==> src/rtl/noc_out_arbiter_pkg.sv <==
//------------------------------------------------------------------------------
// Module : noc_out_arbiter_pkg
// Brief  : Flit format, arbiter state encoding and router-wide constants.
// Rev    : 1.0
//------------------------------------------------------------------------------
`default_nettype none

package noc_out_arbiter_pkg;

    localparam int N_ROUTER_PORTS = 5;
    localparam int FLIT_DATA_W    = 32;

    typedef enum logic [1:0] {
        DATA     = 2'b00,
        HEADER   = 2'b01,
        TAIL     = 2'b10,
        RESERVED = 2'b11
    } e_flit;

    typedef struct packed {
        e_flit                  ftype;
        logic [FLIT_DATA_W-1:0] data;
    } flit_t;

    localparam int FLIT_WIDTH = $bits(flit_t);

    typedef enum logic [0:0] {
        IDLE   = 1'b0,
        LOCKED = 1'b1
    } e_arb_state;

endpackage

`default_nettype wire

==> src/rtl/noc_out_arbiter_rr_pick.sv <==
//------------------------------------------------------------------------------
// Module : noc_out_arbiter_rr_pick
// Brief  : Combinational round-robin picker: first request at or after i_ptr.
// Rev    : 1.0
//------------------------------------------------------------------------------
`default_nettype none

module noc_out_arbiter_rr_pick #(
    parameter int N_IN  = 5,
    parameter int IDX_W = $clog2(N_IN)
) (
    input  logic [N_IN-1:0]  i_req,
    input  logic [IDX_W-1:0] i_ptr,
    output logic             o_any,
    output logic [IDX_W-1:0] o_winner
);

    logic [IDX_W:0]   w_sum;
    logic [IDX_W-1:0] w_idx;

    // Scan from the far end back toward i_ptr so the nearest request wins last.
    always_comb begin
        o_any    = |i_req;
        o_winner = '0;
        w_sum    = '0;
        w_idx    = '0;
        for (int k = N_IN - 1; k >= 0; k--) begin
            w_sum = {1'b0, i_ptr} + (IDX_W+1)'(k);
            if (w_sum >= (IDX_W+1)'(N_IN))
                w_sum = w_sum - (IDX_W+1)'(N_IN);
            w_idx = w_sum[IDX_W-1:0];
            if (i_req[w_idx])
                o_winner = w_idx;
        end
    end

endmodule

`default_nettype wire

==> src/rtl/noc_out_arbiter.sv <==
//------------------------------------------------------------------------------
// Module : noc_out_arbiter
// Brief  : Wormhole output-port arbiter; HEADER wins round-robin, TAIL unlocks.
//          Optional protocol checker enabled by NOC_ARB_PROTO_CHECK_EN.
// Rev    : 1.0
//------------------------------------------------------------------------------
`default_nettype none

module noc_out_arbiter
    import noc_out_arbiter_pkg::*;
#(
    parameter int N_IN  = N_ROUTER_PORTS,
    parameter int IDX_W = $clog2(N_IN)
) (
    input  logic                       clk,
    input  logic                       rst_n,
    input  logic [N_IN-1:0]            i_in_valid,
    input  logic [N_IN*FLIT_WIDTH-1:0] i_in_flit,
    output logic [N_IN-1:0]            o_in_ready,
    output logic                       o_out_valid,
    output logic [FLIT_WIDTH-1:0]      o_out_flit,
    input  logic                       i_out_ready,
    output logic [IDX_W-1:0]           o_owner,
    output logic                       o_locked,
    output logic                       o_proto_err
);

    localparam logic [0:0] ST_IDLE   = 1'b0;
    localparam logic [0:0] ST_LOCKED = 1'b1;

    logic [0:0]       r_state;
    logic [IDX_W-1:0] r_owner;
    logic [IDX_W-1:0] r_rr_ptr;

    flit_t            w_flit [N_IN];
    logic [N_IN-1:0]  w_hdr_req;
    logic             w_any;
    logic [IDX_W-1:0] w_winner;
    logic [IDX_W-1:0] w_next_ptr;
    flit_t            w_sel_flit;
    logic             w_sel_valid;
    logic             w_is_locked;
    logic             w_xfer;
    logic             w_tail_xfer;

    genvar gi;
    generate
        for (gi = 0; gi < N_IN; gi++) begin : g_unpack
            assign w_flit[gi]     = flit_t'(i_in_flit[gi*FLIT_WIDTH +: FLIT_WIDTH]);
            assign w_hdr_req[gi]  = i_in_valid[gi] && (w_flit[gi].ftype == HEADER);
            // in_ready depends only on lock state and out_ready, never on in_valid.
            assign o_in_ready[gi] = w_is_locked && (r_owner == IDX_W'(gi)) && i_out_ready;
        end
    endgenerate

    noc_out_arbiter_rr_pick #(
        .N_IN  (N_IN),
        .IDX_W (IDX_W)
    ) u_rr_pick (
        .i_req    (w_hdr_req),
        .i_ptr    (r_rr_ptr),
        .o_any    (w_any),
        .o_winner (w_winner)
    );

    assign w_next_ptr = (w_winner == IDX_W'(N_IN - 1)) ? '0 : w_winner + 1'b1;

    always_comb begin
        w_sel_flit  = '0;
        w_sel_valid = 1'b0;
        for (int i = 0; i < N_IN; i++) begin
            if (r_owner == IDX_W'(i)) begin
                w_sel_flit  = w_flit[i];
                w_sel_valid = i_in_valid[i];
            end
        end
    end

    assign w_is_locked = (r_state == ST_LOCKED);
    assign o_out_valid = w_is_locked && w_sel_valid;
    assign o_out_flit  = w_sel_flit;
    assign w_xfer      = o_out_valid && i_out_ready;
    assign w_tail_xfer = w_xfer && (w_sel_flit.ftype == TAIL);
    assign o_owner     = r_owner;
    assign o_locked    = w_is_locked;

    always_ff @(posedge clk or negedge rst_n) begin
        if (!rst_n) begin
            r_state  <= ST_IDLE;
            r_owner  <= '0;
            r_rr_ptr <= '0;
        end else begin
            case (r_state)
                ST_IDLE: begin
                    if (w_any) begin
                        r_state  <= ST_LOCKED;
                        r_owner  <= w_winner;
                        r_rr_ptr <= w_next_ptr;
                    end
                end
                default: begin
                    if (w_tail_xfer)
                        r_state <= ST_IDLE;
                end
            endcase
        end
    end

`ifdef NOC_ARB_PROTO_CHECK_EN
    logic            r_proto_err;
    logic            r_first;
    logic [N_IN-1:0] w_bad_idle;
    logic            w_err_now;

    generate
        for (gi = 0; gi < N_IN; gi++) begin : g_bad_idle
            assign w_bad_idle[gi] = i_in_valid[gi] && (w_flit[gi].ftype != HEADER);
        end
    endgenerate

    // r_first marks that the granted HEADER has not yet left the arbiter.
    assign w_err_now = (!w_is_locked && (|w_bad_idle)) ||
                       (w_xfer && (w_sel_flit.ftype == HEADER) && !r_first);

    always_ff @(posedge clk or negedge rst_n) begin
        if (!rst_n) begin
            r_proto_err <= 1'b0;
            r_first     <= 1'b0;
        end else begin
            if (w_err_now)
                r_proto_err <= 1'b1;
            if (!w_is_locked && w_any)
                r_first <= 1'b1;
            else if (w_xfer)
                r_first <= 1'b0;
        end
    end

`ifndef SYNTHESIS
    always_ff @(posedge clk) begin
        if (rst_n && w_err_now)
            $error("noc_out_arbiter: flit protocol violation");
    end
`endif

    assign o_proto_err = r_proto_err;
`else
    assign o_proto_err = 1'b0;
`endif

endmodule

`default_nettype wire

==> config.mk <==
export PLATFORM = sky130hd
export DESIGN_NAME = noc_out_arbiter
export DESIGN_NICKNAME = d
export VERILOG_FILES = /design/src/rtl/noc_out_arbiter_pkg.sv /design/src/rtl/noc_out_arbiter_rr_pick.sv /design/src/rtl/noc_out_arbiter.sv
export SDC_FILE = /design/constraint.sdc
export NUM_CORES = 1
export LEC_CHECK = 0
export CORE_ASPECT_RATIO = 0.5
export CORE_UTILIZATION = 34
export CTS_CLUSTER_DIAMETER = 120
export DETAILED_ROUTE_END_ITERATION = 7
export GPL_TIMING_DRIVEN = 0
export PLACE_DENSITY = 0.85
export SETUP_SLACK_MARGIN = 0.02
export SLEW_MARGIN = 10
export SYNTH_ARGS = -nofsm -noshare
export SYNTH_HDL_FRONTEND = slang
export SYNTH_SLANG_ARGS = --single-unit
==> constraint.sdc <==
create_clock -name clk -period 4.5 [get_ports clk]
set_clock_uncertainty 0.2 [all_clocks]
set_input_delay 0.675 -clock clk [delete_from_list [all_inputs] [get_ports clk]]
set_output_delay 0.675 -clock clk [all_outputs]
set_load 0.02 [all_outputs]
==> metrics.txt <==
Rel. slew slack 0.287; multi-input logic area around 2300 um^2; Residual DRC 0; drt first pass iters 4; NumNets Final between 600 and 700; max-slew violations 0; pwr dens between 500 and 600 nW/um^2; vias in the first global route 3561; endpoint class of the critical path primary output; full die area 8240 um^2; routed via count around 3500; vias per cell about 5.8; min Tclk post-route between 4000 and 5000 ps; Worst path most repeated cell clkbuf_1; Layout fillers a little under 600; final cell count without fillers roughly 600; Power Total about 3.0 mW; Synth top cells by count mux4_2, a22o_1, nand2_1; setup ws final about 300 ps; share of cells above drive strength 1 0.130; critical path fanouts, max 10; Mapped Nets 470; fmax around 0.24 GHz; Syn Inst Count between 200 and 300; count leader, synth mux4_2; outcome completed; cell total after placement 611; Max-cap violations 0; Top FF cell, synth dfrtp_1; Area Growth Syn to Fin 90.8%; crit path max-delay cell type nor3_1; clk_lat worst skew around 230 ps; Worst Hold Class register to register; Starting Density 0.358; antenna cells 0; area of the core between 7000 and 8000 um^2; CTS hold repair buffers 0; Synth area leader mux4_2; Clock Pin Slew Worst Setup and Hold Paths roughly 40 ps; CP Class register to primary output; Crit path largest cell delay about 890 ps; reg2reg setup slack 590 ps; Worst VDD drop between 0.0004 and 0.0005 V; Wirelength per Cell 20.7 um; post-place setup slack between 500 and 600 ps; Setup violations, final 0; Num CTS Buffers 3; Setup TNS 0 ps; Site Rows 22; YS warnings 0; endpoints failing hold 0; synthesized area approximately 2700 um^2; CTS sink cnt 7; crit path cell chain clkbuf_1, buf_2, nor3_1, clkbuf_1, a22o_1, clkdlybuf4s50_1; top-area cell type share of the netlist area 0.295; global-route wire length before repair about 19000 um; sequential share of the synthesized area 0.0655; final core utilization 0.684; CP Launch Type register; HPWL after DPL around 11000 um; Tightest Pin Transition approximately 1100 ps; CTS Buffer Depth 2; post-cts sizing count 0; Worst Hold Depth 2; ranking of synthesized cells by area mux4_2, a22o_1, dfrtp_1, ha_1, mux2i_1; H-tree depth 1; die height around 65 um; CTS tree yes; Seq. cell area around 180 um^2; die width around 130 um; Tot GR Track Use 0.303; RSZ-0062 raised after global routing false; port bufs roughly 220; Distinct cells, synth 69; Tcrit/Tclk final 0.933; number of DRC markers in iteration 0 227; total gr overflow 0; io pins approximately 220; CP arrival 3320 ps; FF+latch count, synth 7; Routed WL 12700 um; largest net degree at the start of global routing 11; Root Buffer clkbuf_16; gp weighted congestion about 0.9; number of synthesized flops with an enable pin 0; antenna violations before repair 0; post-CTS setup buffer count 0; Avg Synthesized Cell Area 9.48 um^2; Reg2Reg Depth 14; Post-synth ARST share 1.00; leakage 1.98 nW; post-route ant nets 0; worst path required time around 3600 ps
==> flip-flops by register name (all words and copies together) (netlist names) <==
| name | cells |
|---|---|
| o_owner | 3 |
| o_locked | 1 |
| r_rr_ptr | 3 |
==> critical path, delay by kind of cell, from the launching register on <==
family          cells  cell delay, ps
compound gates      1             260
buf+inv             4            1570
flops               1             370
simple gates        1             890
==> placed cells by master, fill, tap and decap left out, types with 3 or more instances in the layout <==
| cell | instances |
|---|---|
| a211oi_1 | 5 |
| a21o_1 | 3 |
| a21oi_1 | 11 |
| a22o_1 | 34 |
| a31oi_1 | 3 |
| and3b_1 | 4 |
| buf_1 | 5 |
| buf_4 | 4 |
| clkbuf_1 | 12 |
| clkbuf_16 | 3 |
| clkdlybuf4s50_1 | 221 |
| dfrtp_1 | 7 |
| ha_1 | 9 |
| inv_1 | 5 |
| inv_2 | 4 |
| mux2i_1 | 7 |
| mux4_2 | 35 |
| nand2_1 | 18 |
| nand2b_1 | 4 |
| nand3_1 | 4 |
| nand3b_1 | 6 |
| nor2_1 | 15 |
| nor2b_1 | 4 |
| nor3_1 | 4 |
| nor4_1 | 3 |
| o211ai_1 | 3 |
| o21ai_0 | 12 |
| o21ai_1 | 3 |
| o31ai_1 | 4 |
| xnor2_1 | 4 |
==> layer usage <==
metal	track usage	routed length, um	up-vias
met5	0	0	-
met4	0.0893	248	0
met3	0.0545	1010	25
met2	0.539	6340	160
met1	0.378	5140	1729
li1	-	-	1625
==> layout make-up <==
type,count,area share
multi-input combinational,242,0.461
clock buffer,3,0.0147
clock inverter,1,0.000981
inverter,9,0.00662
tap,108,0.0265
sequential,7,0.0343
timing repair buffer,221,0.434
buffer,24,0.0226
==> where the power goes <==
| part | leakage, nW | switching, mW | internal (mW) |
|---|---|---|---|
| logic | 1.85 | 1.40 | 1.32 |
| clock network | 0.0409 | 0.0367 | 0.117 |
| registers | 0.0871 | 0.0475 | 0.0883 |
==> path summary, 6_finish.rpt <==
kind                             start             end
setup / recovery            o_owner[0]  o_out_flit[12]
hold / removal                o_locked        o_locked
setup reg to reg           r_rr_ptr[0]     r_rr_ptr[1]
hold reg to reg               o_locked        o_locked
max in group asynchronous        rst_n     r_rr_ptr[2]
min in group asynchronous        rst_n     r_rr_ptr[0]
==> metrics by stage <==
stage	cell area (um^2)	hold slack, ps
2_1_floorplan	2670	179
3_3_place_gp	5020	402
3_5_place_dp	5020	410
4_1_cts	5100	428
5_1_grt	5100	470
6_report	5100	424
==> kinds of logic (layout without fill, tap and decap cells) <==
logic type	after synthesis	after routing	share of synthesized area
compound gates	105	105	0.311
xor+xnor	4	4	0.0131
buf+inv	33	258	0.0557
simple gates	80	80	0.182
mux	42	42	0.321
fa+ha+maj	10	10	0.0496
flops	7	7	0.0655
other cells	1	1	0.00140
Note: power is estimated with default switching activity, not from simulation.
